$ cat config.mk
export PLATFORM = sky130hd
export DESIGN_NAME = score_keeper
export DESIGN_NICKNAME = d
export VERILOG_FILES = /design/src/rtl/game_pkg.sv /design/src/rtl/bcd_add_sat.sv /design/src/rtl/score_keeper.sv
export SDC_FILE = /design/constraint.sdc
export NUM_CORES = 1
export LEC_CHECK = 0
export CAP_MARGIN = 20
export CORE_ASPECT_RATIO = 0.9
export CORE_MARGIN = 2
export CORE_UTILIZATION = 52
export CTS_CLUSTER_SIZE = 10
export DETAILED_ROUTE_END_ITERATION = 8
export MAX_ROUTING_LAYER = met4
export PLACE_DENSITY = 0.78
export REMOVE_ABC_BUFFERS = 1
export SYNTH_ARGS = -nofsm -noshare
export SYNTH_HDL_FRONTEND = slang
export SYNTH_SLANG_ARGS = --single-unit
$ cat constraint.sdc
create_clock -name clk -period 4.1 [get_ports clk]
set_input_delay 0.615 -clock clk [delete_from_list [all_inputs] [get_ports clk]]
set_output_delay 0.615 -clock clk [all_outputs]
set_load 0.1 [all_outputs]
$ cat src/rtl/game_pkg.sv
// Shared game-mode encoding and BCD limits for the scoring path.
package game_pkg;

   typedef enum logic [2:0] {
      IDLE   = 3'b000,
      PLAY   = 3'b010,
      PAUSE  = 3'b011,
      FINISH = 3'b101
   } mode_t;

   localparam logic [7:0] BCD_MAX = 8'h99;

   // Unused encodings from the game FSM collapse to IDLE.
   function automatic mode_t decode_mode(input logic [2:0] m);
      case (m)
         3'b010:  return PLAY;
         3'b011:  return PAUSE;
         3'b101:  return FINISH;
         default: return IDLE;
      endcase
   endfunction

endpackage

$ cat src/rtl/bcd_add_sat.sv
// Combinational 2-digit BCD add of a small addend, saturating at 99.
// Zero latency; no handshake.
module bcd_add_sat
   import game_pkg::*;
(
   input  logic [7:0] bcd_in,
   input  logic [1:0] addend,
   output logic [7:0] sum
);

   logic [4:0] ones_raw;
   logic [4:0] tens_raw;
   logic [3:0] ones_fix;
   logic       carry;

   always_comb begin
      ones_raw = {1'b0, bcd_in[3:0]} + {3'b000, addend};
      carry    = (ones_raw > 5'd9);
      ones_fix = carry ? 4'(ones_raw - 5'd10) : ones_raw[3:0];
      tens_raw = {1'b0, bcd_in[7:4]} + {4'b0000, carry};
      sum      = (tens_raw > 5'd9) ? BCD_MAX : {tens_raw[3:0], ones_fix};
   end

endmodule

$ cat src/rtl/score_keeper.sv
// Saturating BCD score with hit-streak multiplier; 1-cycle update, strobes never stalled.
// Optional MISS_PENALTY_EN: an accepted miss also takes one point off the score (floor 00).
module score_keeper
   import game_pkg::*;
#(
   parameter int COMBO_STEP = 4,
   parameter int MAX_MULT   = 3
) (
   input  logic       clk,
   input  logic       rst,
   input  logic [2:0] mode,
   input  logic       hit,
   input  logic       miss,
   output logic [7:0] score,
   output logic [1:0] mult,
   output logic       game_over
);

   localparam int              CNT_W    = $clog2(COMBO_STEP + 1);
   localparam logic [CNT_W-1:0] CNT_LAST = CNT_W'(COMBO_STEP - 1);
   localparam logic [1:0]      MULT_TOP = 2'(MAX_MULT);

   mode_t            cur_mode;
   mode_t            prev_mode;
   logic [CNT_W-1:0] cnt;
   logic [CNT_W-1:0] cnt_nxt;
   logic [7:0]       score_nxt;
   logic [7:0]       add_sum;
   logic [1:0]       mult_nxt;
   logic             new_game;
   logic             go_nxt;

   bcd_add_sat u_add (
      .bcd_in (score),
      .addend (mult),
      .sum    (add_sum)
   );

   always_comb begin
      cur_mode  = decode_mode(mode);
      new_game  = (cur_mode == PLAY) && (prev_mode != PLAY) && (prev_mode != PAUSE);
      go_nxt    = (cur_mode == FINISH) && (prev_mode != FINISH);
      score_nxt = score;
      mult_nxt  = mult;
      cnt_nxt   = cnt;

      if (new_game) begin
         score_nxt = 8'h00;
         mult_nxt  = 2'd1;
         cnt_nxt   = '0;
      end else if (cur_mode == PLAY) begin
         // Miss dominates a simultaneous hit.
         if (miss) begin
            mult_nxt = 2'd1;
            cnt_nxt  = '0;
`ifdef MISS_PENALTY_EN
            if (score != 8'h00) begin
               if (score[3:0] == 4'd0)
                  score_nxt = {score[7:4] - 4'd1, 4'd9};
               else
                  score_nxt = {score[7:4], score[3:0] - 4'd1};
            end
`endif
         end else if (hit) begin
            score_nxt = add_sum;
            if (mult < MULT_TOP) begin
               if (cnt == CNT_LAST) begin
                  mult_nxt = mult + 2'd1;
                  cnt_nxt  = '0;
               end else begin
                  cnt_nxt = cnt + CNT_W'(1);
               end
            end
         end
      end
   end

   always_ff @(posedge clk or posedge rst) begin
      if (rst) begin
         score     <= 8'h00;
         mult      <= 2'd1;
         cnt       <= '0;
         game_over <= 1'b0;
         prev_mode <= IDLE;
      end else begin
         score     <= score_nxt;
         mult      <= mult_nxt;
         cnt       <= cnt_nxt;
         game_over <= go_nxt;
         prev_mode <= cur_mode;
      end
   end

endmodule

==> parameters.txt, run 1 <==
Parameter                              Value

Global route
  Number of antenna violations at the first check in global routing    0
  First-pass GRT wire length    3520 microns
  Global route total overflow    0
  Largest net degree at the start of global routing    18
  All-layer global routing usage    20.8%
  Vias in the first global route    811

Timing
  Max-slew violation count    0
  Tightest slew margin relative to the limit    35.3%
  Transition time of the tightest slew-check pin    0.967 ns
  Number of hold violations in the final report    0
  Final cycle utilization of the critical path    83.6%
  Final setup vio count    0
  Max Clk Rate    0.292 GHz
  Worst Skew    0.00839 ns
  Setup Total Neg Slack    0 ns
  Setup repair after global routing missed its margin    no
  Min Clock Period, post-route    3.43 ns

Placed design
  Port buffer count    17
  Estimated wirelength of the detail-placed design    1590 microns
  Final RePlAce weighted congestion    0.747
  Number of cells in the design after placement    150
  Area after detailed placement    1260 sq um

Routing
  Initial drt markers    14
  Highest signal layer in the routed design    met4
  Vias after detailed routing    857
  Remaining antenna violation count after routing    0
  Number of vias per cell after detailed routing    5.56
  DR WL met3    84 microns
  Detail Route met2 WL    1030 microns
  Routed wire length    2080 microns
  Met1 wire length    933 microns
  Residual DRC count    0
  WL/cell    13.5 microns
  Drt first pass iters    4

Clock tree
  Clock Sinks    17
  Post-cts hold buffer count    0
  CTS clock-pin slew for the worst setup and hold paths    0.11 ns
  Maximum count of clock buffers along a single path    2
  TritonCTS clock tree    built
  Resize count post-CTS    0
  # H-tree levels    1
  Post-CTS repair timing setup buffer count    0
  Clock root buffer    sky130_fd_sc_hd__clkbuf_4
  Number of CTS-inserted buffers    3
  Clock latency on the worst-skew pair    0.30 ns

Finish
  Layout Nets    145
  Layout cells sized above 1    13.2%
  Final cell count without fillers    154
  Number of fill cells in the layout    168
  Area used by multi-input combinational logic    601 sq um
  Non-Filler Cell Area, Final    1290 sq um
  Number of diodes added for antenna fixing    0
  Area overhead of the layout relative to synthesis    20.2%
  Footprint of the flip-flops and latches    427 sq um

Logic synthesis
  Post-synthesis sequential area ratio    39.7%
  Post-synthesis sequential element count    17
  Top area cells in the synthesized netlist    sky130_fd_sc_hd__dfrtp_1 (37%), sky130_fd_sc_hd__ha_1 (8.2%), sky130_fd_sc_hd__nand2_1 (5.6%), sky130_fd_sc_hd__inv_1 (3.1%), sky130_fd_sc_hd__nand2b_1 (2.9%)
  Fraction of post-synthesis cell area in the top cell type by area    37.3%
  Proportion of register bits with asynchronous set or reset after synthesis    100%
  Most common library cells after synthesis    sky130_fd_sc_hd__dfrtp_1 (16), sky130_fd_sc_hd__nand2_1 (16), sky130_fd_sc_hd__inv_1 (9)
  Synth Cell Area    1070 sq um
  Most frequently used flop master after synthesis    sky130_fd_sc_hd__dfrtp_1
  Largest area contributor in the synthesized netlist    sky130_fd_sc_hd__dfrtp_1
  Number of warnings printed during yosys synthesis    0
  Cell count after synthesis    110
  Number of enable-type register cells in the synthesized netlist    0
  Number of different library cells in the post-synthesis netlist    39
  Average size of a mapped cell    9.76 sq um

Die
  Core region area    1930 sq um
  Vert. Die Dim    47.1 microns
  Count of standard-cell rows    15
  Width of the chip    51.9 microns
  Full die area    2440 sq um
  Boundary pin count    18
  Starting density of the core    55.5%

Worst setup path
  R2R Path Start    mult[0]$_DFFE_PP1P_
  Element type at the critical path end    flop
  Endpoint arrival time on the critical path    3.62 ns
  Peak fanout along the critical path    5
  Required time at the worst-slack endpoint    4.29 ns
  CP Launch Point    mult[0]$_DFFE_PP1P_
  Startpoint type of the worst setup path    flop
  Classification of the worst setup path    flop to flop

Run status
  Outcome    completed

Flow run
  Max-cap violations    0

Power
  Leakage power summed over all cells    0.589 nW
  Cell area power density    281 nW/um^2
  Largest voltage drop on the vdd net    0.228 mV

Worst hold path
  Path type of the worst min-delay path    flop to flop
  Hold Startpoint    cnt[1]$_DFFE_PP0P_
==> worst max-delay path, cell delays in order (launching register included) <==
cell                       delay, ns
sky130_fd_sc_hd__dfstp_2        0.58
sky130_fd_sc_hd__ha_1           0.17
sky130_fd_sc_hd__inv_1          0.05
sky130_fd_sc_hd__fa_1           0.56
sky130_fd_sc_hd__a21boi_0       0.14
sky130_fd_sc_hd__o221ai_2       0.27
sky130_fd_sc_hd__inv_1          0.08
sky130_fd_sc_hd__ha_1           0.22
sky130_fd_sc_hd__ha_1           0.31
sky130_fd_sc_hd__nand2b_1       0.15
sky130_fd_sc_hd__a31o_2         0.27
sky130_fd_sc_hd__and3_1         0.20
sky130_fd_sc_hd__a311oi_1       0.21
sky130_fd_sc_hd__o21ai_0        0.11
==> final timing paths <==
| kind | end | slack, ns | cells past startpoint |
|---|---|---|---|
| worst max-delay path | score[3]$_DFFE_PP0P_ | 0.67 | 13 |
| worst min-delay path | cnt[1]$_DFFE_PP0P_ | 0.50 | 2 |
| worst max register to register | score[3]$_DFFE_PP0P_ | 0.67 | 13 |
| worst min register to register | cnt[1]$_DFFE_PP0P_ | 0.50 | 2 |
| max in group asynchronous | score[1]$_DFFE_PP0P_ | 2.98 | 2 |
| min in group asynchronous | cnt[2]$_DFFE_PP0P_ | 0.69 | 2 |
==> power breakdown <==
group | switching [mW] | internal (mW) | leakage [nW] | total [mW]
Combinational | 0.0552 | 0.0284 | 0.342 | 0.0836
Clock | 0.0571 | 0.0364 | 0.0177 | 0.0935
Sequential | 0.00727 | 0.178 | 0.229 | 0.185
Total | 0.120 | 0.243 | 0.589 | 0.362
==> stage by stage <==
| step | power [mW] | util (%) | setup slack, ns | hold slack [ns] |
|---|---|---|---|---|
| finish | 0.362 | 66.7 | 0.672 | 0.501 |
| floorplan | 0.247 | - | 0.429 | 0.449 |
| CTS | 0.367 | 66.7 | 0.645 | 0.509 |
| detailed placement | 0.273 | 65.3 | 0.665 | 0.486 |
| global route | 0.382 | 66.7 | 0.430 | 0.532 |
| global placement | 0.269 | 65.3 | 0.780 | 0.465 |
==> kinds of logic (layout without fill, tap and decap cells) <==
logic type	after synthesis	count (layout)	share of synthesized area, %
flops	17	17	39.7
compound gates	31	31	22.0
buf+inv	11	30	4.31
fa+ha+maj	8	8	10.0
mux	1	1	0.932
simple gates	39	39	20.5
xor+xnor	3	3	2.45
==> per-layer routing <==
layer  global-route usage (%)  vias up
li1                         -      424
met1                     24.9      411
met2                     33.9       18
met3                     5.73        4
met4                     7.37        0
met5                        -        -
==> area by class of cell <==
cell class,instances,area share [%]
Timing Repair Buffer,17,13.2
Clock buffer,3,1.75
Clock inverter,1,0.388
Tap cell,25,2.42
Multi-Input combinational cell,82,46.6
Sequential cell,17,33.1
Inverter,9,2.62
==> registers in the layout (all words and copies together) (netlist names) <==
register and cells:
score 8, mult 2, prev_mode 3, game_over 1, cnt 3
==> cell usage in the layout (no fill, tap or decap), types with 2 or more instances in the layout <==
master and instances:
sky130_fd_sc_hd__clkdlybuf4s50_1 17, sky130_fd_sc_hd__nand2_1 16, sky130_fd_sc_hd__dfrtp_1 16, sky130_fd_sc_hd__inv_1 9, sky130_fd_sc_hd__ha_1 7, sky130_fd_sc_hd__a21oi_1 6, sky130_fd_sc_hd__o21ai_0 6, sky130_fd_sc_hd__nand2b_1 5
sky130_fd_sc_hd__nor2b_1 4, sky130_fd_sc_hd__o21a_1 3, sky130_fd_sc_hd__clkbuf_4 3, sky130_fd_sc_hd__a21boi_2 2, sky130_fd_sc_hd__nor2_1 2, sky130_fd_sc_hd__and3_1 2, sky130_fd_sc_hd__nand3_1 2, sky130_fd_sc_hd__o21ai_1 2
sky130_fd_sc_hd__xnor2_1 2, sky130_fd_sc_hd__a22o_2 2, sky130_fd_sc_hd__a22o_1 2
(Power assumes the default switching activity.)
==> inputs of run 2 (changes only) <==
clock period = 3.5 ns   (was 4.1 ns; I/O delays follow)
==> parameters.txt, run 2 (synthesis results as in run 1) <==
Parameter                              Value

Run status
  Outcome    completed

Die
  Starting density of the core    55.5% (unchanged)
  Width of the chip    51.9 microns (unchanged)
  Full die area    2440 sq um (unchanged)
  Count of standard-cell rows    15 (unchanged)
  Core region area    1930 sq um (unchanged)
  Vert. Die Dim    47.1 microns (unchanged)
  Boundary pin count    18 (unchanged)

Timing
  Final setup vio count    0 (unchanged)
  Transition time of the tightest slew-check pin    0.978 ns (+0.0111 ns)
  Number of hold violations in the final report    0 (unchanged)
  Tightest slew margin relative to the limit    34.6% (-0.74 points)
  Max-slew violation count    0 (unchanged)
  Setup Total Neg Slack    0 ns (unchanged)
  Final cycle utilization of the critical path    94.8% (+11 points)
  Setup repair after global routing missed its margin    no
  Max Clk Rate    0.301 GHz (+3.3%)
  Worst Skew    0.00336 ns (-0.00503 ns)
  Min Clock Period, post-route    3.32 ns (-0.108 ns)

Finish
  Layout cells sized above 1    16.8% (+3.6 points)
  Area overhead of the layout relative to synthesis    23.7%
  Layout Nets    147 (+1.4%)
  Final cell count without fillers    156 (+1.3%)
  Registers with the most flip-flops    score: 8 flops, cnt: 3 flops, prev_mode: 3 flops
  Number of fill cells in the layout    160 (-4.8%)
  Number of diodes added for antenna fixing    0 (unchanged)
  Most common cell after layout, fill and taps aside    sky130_fd_sc_hd__clkdlybuf4s50_1
  Top register by number of flip-flops    score
  Most frequent cells in the layout    sky130_fd_sc_hd__clkdlybuf4s50_1 (17), sky130_fd_sc_hd__nand2_1 (16), sky130_fd_sc_hd__dfrtp_1 (16)
  Largest register FFs    8 (unchanged)

Worst hold path
  Hold Startpoint    cnt[2]$_DFFE_PP0P_
  Path type of the worst min-delay path    flop to flop
  Worst hold path stage count    1 (-1)
  Hold Path End    cnt[2]$_DFFE_PP0P_

Clock tree
  Clock root buffer    sky130_fd_sc_hd__clkbuf_4
  # H-tree levels    1 (unchanged)
  CTS clock-pin slew for the worst setup and hold paths    0.10 ns (about the same)
  Maximum count of clock buffers along a single path    2 (unchanged)
  Clock Sinks    17 (unchanged)
  Post-cts hold buffer count    0 (unchanged)
  Clock latency on the worst-skew pair    0.29 ns (about the same)
  TritonCTS clock tree    built
  Number of CTS-inserted buffers    3 (unchanged)

Power
  Largest voltage drop on the vdd net    0.280 mV (+23%)
  Overall power consumption    0.426 mW (+18%)
  Leakage power summed over all cells    0.591 nW (+0.40%)
  Cell area power density    321 nW/um^2 (+14%)

Worst setup path
  Startpoint type of the worst setup path    flop
  Path depth of the worst reg2reg path    13 (unchanged)
  Element type at the critical path end    flop
  Classification of the worst setup path    flop to flop
  R2R Path Start    mult[0]$_DFFE_PP1P_
  Capture point of the worst reg-to-reg path    score[2]$_DFFE_PP0P_
  Worst reg-to-reg setup slack    0.18 ns (-0.49 ns)
  Required time at the worst-slack endpoint    3.73 ns (-0.56 ns)
  Peak fanout along the critical path    6 (+1)
  Endpoint arrival time on the critical path    3.55 ns (-0.07 ns)

Global route
  Largest net degree at the start of global routing    18 (unchanged)
  Global route total overflow    0 (unchanged)
  First-pass GRT wire length    3530 microns (+0.37%)
  All-layer global routing usage    20.7% (about the same)
  Vias in the first global route    793 (-2.2%)
  Number of antenna violations at the first check in global routing    0 (unchanged)

Routing
  Number of vias per cell after detailed routing    5.63 (+1.3%)
  Highest signal layer in the routed design    met4
  Initial drt markers    12 (-2)
  Remaining antenna violation count after routing    0 (unchanged)
  DR WL met3    74 microns (-12%)
  Drt first pass iters    4 (unchanged)
  Routed wire length    2120 microns (+2.3%)
  Vias after detailed routing    879 (+2.6%)
  WL/cell    13.6 microns (+0.95%)
  Met1 wire length    1040 microns (+12%)
  Residual DRC count    0 (unchanged)
  Detail Route met2 WL    994 microns (-3.8%)

Placed design
  Number of cells in the design after placement    150 (unchanged)
  Final RePlAce weighted congestion    0.794 (+6.3%)
  Estimated wirelength of the detail-placed design    1570 microns (-1.1%)
  Port buffer count    17 (unchanged)

Flow run
  Max-cap violations    0 (unchanged)
[run 2: area by class of cell]
class	count	area, sq um	share of cell area, %
Clock buffer	4	26.3	1.98
Inverter	9	33.8	2.54
Multi-Input combinational cell	82	624	47.0
Sequential cell	17	427	32.1
Tap cell	25	31.3	2.36
Timing Repair Buffer	19	185	13.9
[run 2: critical path, cell delays in order, from the launching register on]
cell and delay (ns):
sky130_fd_sc_hd__dfstp_2 0.56, sky130_fd_sc_hd__ha_1 0.16, sky130_fd_sc_hd__inv_1 0.05, sky130_fd_sc_hd__fa_2 0.57
sky130_fd_sc_hd__a21boi_0 0.12, sky130_fd_sc_hd__o221ai_2 0.29, sky130_fd_sc_hd__inv_1 0.08, sky130_fd_sc_hd__ha_2 0.21
sky130_fd_sc_hd__ha_4 0.22, sky130_fd_sc_hd__nand2b_1 0.14, sky130_fd_sc_hd__a31o_2 0.27, sky130_fd_sc_hd__a31oi_4 0.26
sky130_fd_sc_hd__a31o_1 0.18, sky130_fd_sc_hd__a22o_1 0.14
[run 2: per-layer routing]
layer / vias up / global-route usage (%)
li1: 433 / -
met1: 430 / 25.7
met2: 14 / 34.2
met3: 2 / 5.73
met4: 0 / 4.74
met5: - / -
[run 2: worst max path at each step]
| stage | start | endpoint | slack [ns] | depth (start not counted) |
|---|---|---|---|---|
| 2_1_floorplan | score[0]$_DFFE_PP0P_ | score[3]$_DFFE_PP0P_ | -0.17 | 13 |
| 3_3_place_gp | mult[0]$_DFFE_PP1P_ | score[2]$_DFFE_PP0P_ | 0.16 | 13 |
| 3_5_place_dp | mult[0]$_DFFE_PP1P_ | score[2]$_DFFE_PP0P_ | 0.09 | 13 |
| 4_1_cts | mult[0]$_DFFE_PP1P_ | score[2]$_DFFE_PP0P_ | 0.04 | 13 |
| 5_1_grt | mult[0]$_DFFE_PP1P_ | score[2]$_DFFE_PP0P_ | 0.03 | 13 |
| 6_report | mult[0]$_DFFE_PP1P_ | score[2]$_DFFE_PP0P_ | 0.18 | 13 |
[run 2: what timing repair did]
| item | CTS | global route |
|---|---|---|
| setup endpoints to repair | 0 | 5 |
| setup buffers | 0 | 2 |
| resized for setup | 0 | 5 |
[run 2: stage by stage]
stage | cell area (sq um) | utilization (%) | hold WS (ns) | setup WS (ns)
3_3_place_gp | 1260 | 65.3 | 0.463 | 0.165
3_5_place_dp | 1260 | 65.3 | 0.473 | 0.0946
6_report | 1330 | 68.7 | 0.492 | 0.181
4_1_cts | 1290 | 66.7 | 0.496 | 0.0415
5_1_grt | 1330 | 68.7 | 0.514 | 0.0314
2_1_floorplan | 1060 | - | 0.449 | -0.171
[run 2: power by group]
part / internal [mW] / total, mW / switching [mW]
logic: 0.0353 / 0.101 / 0.0659
clock network: 0.0444 / 0.108 / 0.0641
registers: 0.208 / 0.216 / 0.00776
total: 0.288 / 0.426 / 0.138
==> inputs of run 3 (changes only) <==
PLACE_DENSITY = 0.84   (was 0.78)
SYNTH_HIERARCHICAL = 1   (was unset)
==> parameters.txt, run 3 <==
Parameter                              Value

Run status
  Outcome    completed

Finish
  Number of fill cells in the layout    179 (+12%)
  Registers with the most flip-flops    score: 8 flops, cnt: 3 flops, prev_mode: 3 flops
  Largest register FFs    8 (unchanged)
  Final standard cell utilization of the core    66.8% (-1.9 points)
  Top register by number of flip-flops    score
  Layout Nets    160 (+8.8%)
  Area overhead of the layout relative to synthesis    21.7%
  Layout cells sized above 1    19.4% (+2.7 points)
  Most frequent cells in the layout    sky130_fd_sc_hd__dfrtp_1 (16), sky130_fd_sc_hd__clkdlybuf4s50_1 (16), sky130_fd_sc_hd__inv_1 (10)
  Number of diodes added for antenna fixing    0 (unchanged)

Placed design
  Port buffer count    17 (unchanged)
  DP Worst Slack    -0.0617 ns (-0.156 ns)
  Estimated wirelength of the detail-placed design    1780 microns (+13%)
  Final RePlAce weighted congestion    0.810 (+2.1%)

Power
  Cell area power density    257 nW/um^2 (-20%)
  Largest voltage drop on the vdd net    0.263 mV (-6.1%)
  Leakage power summed over all cells    0.627 nW (+6.0%)

Global route
  Vias in the first global route    973 (+23%)
  Global route total overflow    0 (unchanged)
  Number of antenna violations at the first check in global routing    0 (unchanged)
  Largest net degree at the start of global routing    18 (unchanged)
  First-pass GRT wire length    4330 microns (+23%)
  All-layer global routing usage    22.2% (+1.5 points)

Timing
  Max Clk Rate    0.301 GHz (about the same)
  Min Clock Period, post-route    3.32 ns (+0.00240 ns)
  Tightest slew margin relative to the limit    33.6% (-1.0 points)
  Max-slew violation count    0 (unchanged)
  Transition time of the tightest slew-check pin    0.993 ns (+0.0150 ns)
  Final cycle utilization of the critical path    94.9% (about the same)
  Worst setup slack after layout    0.178 ns (-0.00240 ns)
  Number of hold violations in the final report    0 (unchanged)
  Setup repair after global routing missed its margin    no
  Worst Skew    0.0109 ns (+0.00749 ns)
  Final setup vio count    0 (unchanged)

Clock tree
  # H-tree levels    1 (unchanged)
  Clock root buffer    sky130_fd_sc_hd__clkbuf_4
  Clock Sinks    17 (unchanged)
  Maximum count of clock buffers along a single path    2 (unchanged)
  Post-cts hold buffer count    0 (unchanged)
  Clock latency on the worst-skew pair    0.30 ns (about the same)
  Number of CTS-inserted buffers    3 (unchanged)
  TritonCTS clock tree    built
  CTS clock-pin slew for the worst setup and hold paths    0.11 ns (about the same)

Worst setup path
  Logic depth of the worst path, buffers included    13 (unchanged)
  Delay contributed by the slowest stage of the critical path    0.59 ns (+0.02 ns)
  Peak fanout along the critical path    6 (unchanged)
  Capture point of the worst reg-to-reg path    score[0]$_DFFE_PP0P_
  Endpoint arrival time on the critical path    3.52 ns (-0.03 ns)
  Kind of cell adding the most delay to the critical path    adder cells
  Required time at the worst-slack endpoint    3.70 ns (-0.03 ns)
  Startpoint type of the worst setup path    flop
  R2R Path Start    mult[0]$_DFFE_PP1P_
  CP Launch Point    mult[0]$_DFFE_PP1P_
  Cells along the critical path    ha_2, inv_1, fa_2, nand2b_1, a21oi_1, nor3_2, ha_2, ha_1, nand2b_1, a41oi_1, a21oi_2, or2_2, a22o_1
  Count of buffer and inverter cells on the critical path    1 (-1)
  Worst reg-to-reg setup slack    0.18 ns (about the same)
  Classification of the worst setup path    flop to flop
  Element type at the critical path end    flop
  Path depth of the worst reg2reg path    13 (unchanged)
  Endpoint of the worst setup timing path    score[0]$_DFFE_PP0P_
  Cell with the biggest individual delay on the critical path    sky130_fd_sc_hd__fa_2

Routing
  Remaining antenna violation count after routing    0 (unchanged)
  Vias after detailed routing    1029 (+17%)
  Routed wire length    2540 microns (+20%)
  Residual DRC count    0 (unchanged)
  WL/cell    14.9 microns (+9.2%)
  Drt first pass iters    4 (unchanged)
  Number of vias per cell after detailed routing    6.02 (+6.8%)
  Initial drt markers    27 (+15)

Logic synthesis
  Most frequently used flop master after synthesis    sky130_fd_sc_hd__dfrtp_1
  Post-synthesis sequential area ratio    36.0% (-3.8 points)
  Synth Cell Area    1190 sq um (+10%)
  Average size of a mapped cell    9.72 sq um (-0.38%)
  Number of different library cells in the post-synthesis netlist    46 (+18%)
  Largest area contributor in the synthesized netlist    sky130_fd_sc_hd__dfrtp_1
  Number of enable-type register cells in the synthesized netlist    0 (unchanged)
  Library cell with the highest instance count after synthesis    sky130_fd_sc_hd__dfrtp_1
  Post-synthesis sequential element count    17 (unchanged)
  Cell count after synthesis    122 (+11%)
  Fraction of post-synthesis cell area in the top cell type by area    33.8% (-3.5 points)
  Most common library cells after synthesis    sky130_fd_sc_hd__dfrtp_1 (16), sky130_fd_sc_hd__inv_1 (10), sky130_fd_sc_hd__a21oi_1 (9), sky130_fd_sc_hd__a22o_1 (9)
  Number of warnings printed during yosys synthesis    6 (+6)
  Proportion of register bits with asynchronous set or reset after synthesis    100% (unchanged)
  Top area cells in the synthesized netlist    sky130_fd_sc_hd__dfrtp_1 (34%), sky130_fd_sc_hd__ha_1 (7.4%), sky130_fd_sc_hd__a22o_1 (6.6%), sky130_fd_sc_hd__a21oi_1 (3.8%), sky130_fd_sc_hd__inv_1 (3.2%)

Worst hold path
  Worst hold path stage count    1 (unchanged)
  Path type of the worst min-delay path    flop to flop

Die
  Full die area    2680 sq um (+9.6%)
  Count of standard-cell rows    16 (+1)
  Vert. Die Dim    49.3 microns (+4.7%)
  Core region area    2160 sq um (+12%)
  Starting density of the core    54.9% (-0.67 points)
  Width of the chip    54.3 microns (+4.7%)
  Boundary pin count    18 (unchanged)

Flow run
  Max-cap violations    0 (unchanged)
## run 3: worst min-delay path by stage
stage	from	endpoint	slack [ns]
floorplan	rst	cnt[0]$_DFFE_PP0P_	0.45
global placement	cnt[1]$_DFFE_PP0P_	cnt[1]$_DFFE_PP0P_	0.49
detailed placement	cnt[1]$_DFFE_PP0P_	cnt[1]$_DFFE_PP0P_	0.50
CTS	mult[0]$_DFFE_PP1P_	mult[0]$_DFFE_PP1P_	0.51
global route	cnt[1]$_DFFE_PP0P_	cnt[1]$_DFFE_PP0P_	0.55
finish	cnt[1]$_DFFE_PP0P_	cnt[1]$_DFFE_PP0P_	0.51
## run 3: where the power goes
part | internal [mW] | switching [mW]
Clock | 0.0426 | 0.0656
Sequential | 0.201 | 0.00391
Combinational | 0.0243 | 0.0338
Total | 0.268 | 0.103
## run 3: logic make-up after synthesis
group	count (synthesis)	share of synthesized area (%)
AOI/OAI and AO/OA	36	22.3
xor gates and xnor gates	3	2.85
adders and majority gates	8	9.07
buffers and inverters	13	5.17
DFF	17	36.0
muxes	2	1.69
and+or+nand+nor	43	23.0
## run 3: layer usage
| metal | GRT usage (%) | share of wire [%] | vias to the layer above |
|---|---|---|---|
| li1 | - | - | 492 |
| met1 | 28.7 | 44 | 510 |
| met2 | 37.3 | 51 | 23 |
| met3 | 1.84 | 3.3 | 4 |
| met4 | 5.00 | 0.91 | 0 |
| met5 | - | 0 | - |
## run 3: metrics by stage
stage	setup TNS [ns]	cell area, sq um	power [mW]	hold WS (ns)	instances
2_1_floorplan	-1.73	1160	0.245	0.450	119
3_3_place_gp	0	1360	0.261	0.487	163
3_5_place_dp	-0.159	1360	0.263	0.496	163
4_1_cts	0	1410	0.373	0.513	169
5_1_grt	0	1440	0.389	0.555	171
6_report	0	1440	0.371	0.514	171
## run 3: worst register-to-register path, delay by kind of cell, from the launching register on
family,cells,cell delay (ns)
compound gates,4,0.73
fa+ha+maj,4,1.28
buf+inv,1,0.06
simple gates,4,0.62
flops,1,0.56
## run 3: area by class of cell
| class | count | area [sq um] | share of cell area (%) |
|---|---|---|---|
| Timing Repair Buffer | 21 | 198 | 13.7 |
| Inverter | 10 | 37.5 | 2.60 |
| Clock buffer | 3 | 22.5 | 1.56 |
| Tap cell | 27 | 33.8 | 2.34 |
| Clock inverter | 1 | 5.00 | 0.347 |
| Sequential cell | 17 | 427 | 29.5 |
| Multi-Input combinational cell | 92 | 721 | 49.9 |
## run 3: what timing repair did
| action | 4_1_cts | 5_1_grt |
|---|---|---|
| pin swaps | 1 | 0 |
| resized for setup | 1 | 6 |
| buffers inserted | 2 | 2 |
| setup endpoints to repair | 6 | 6 |
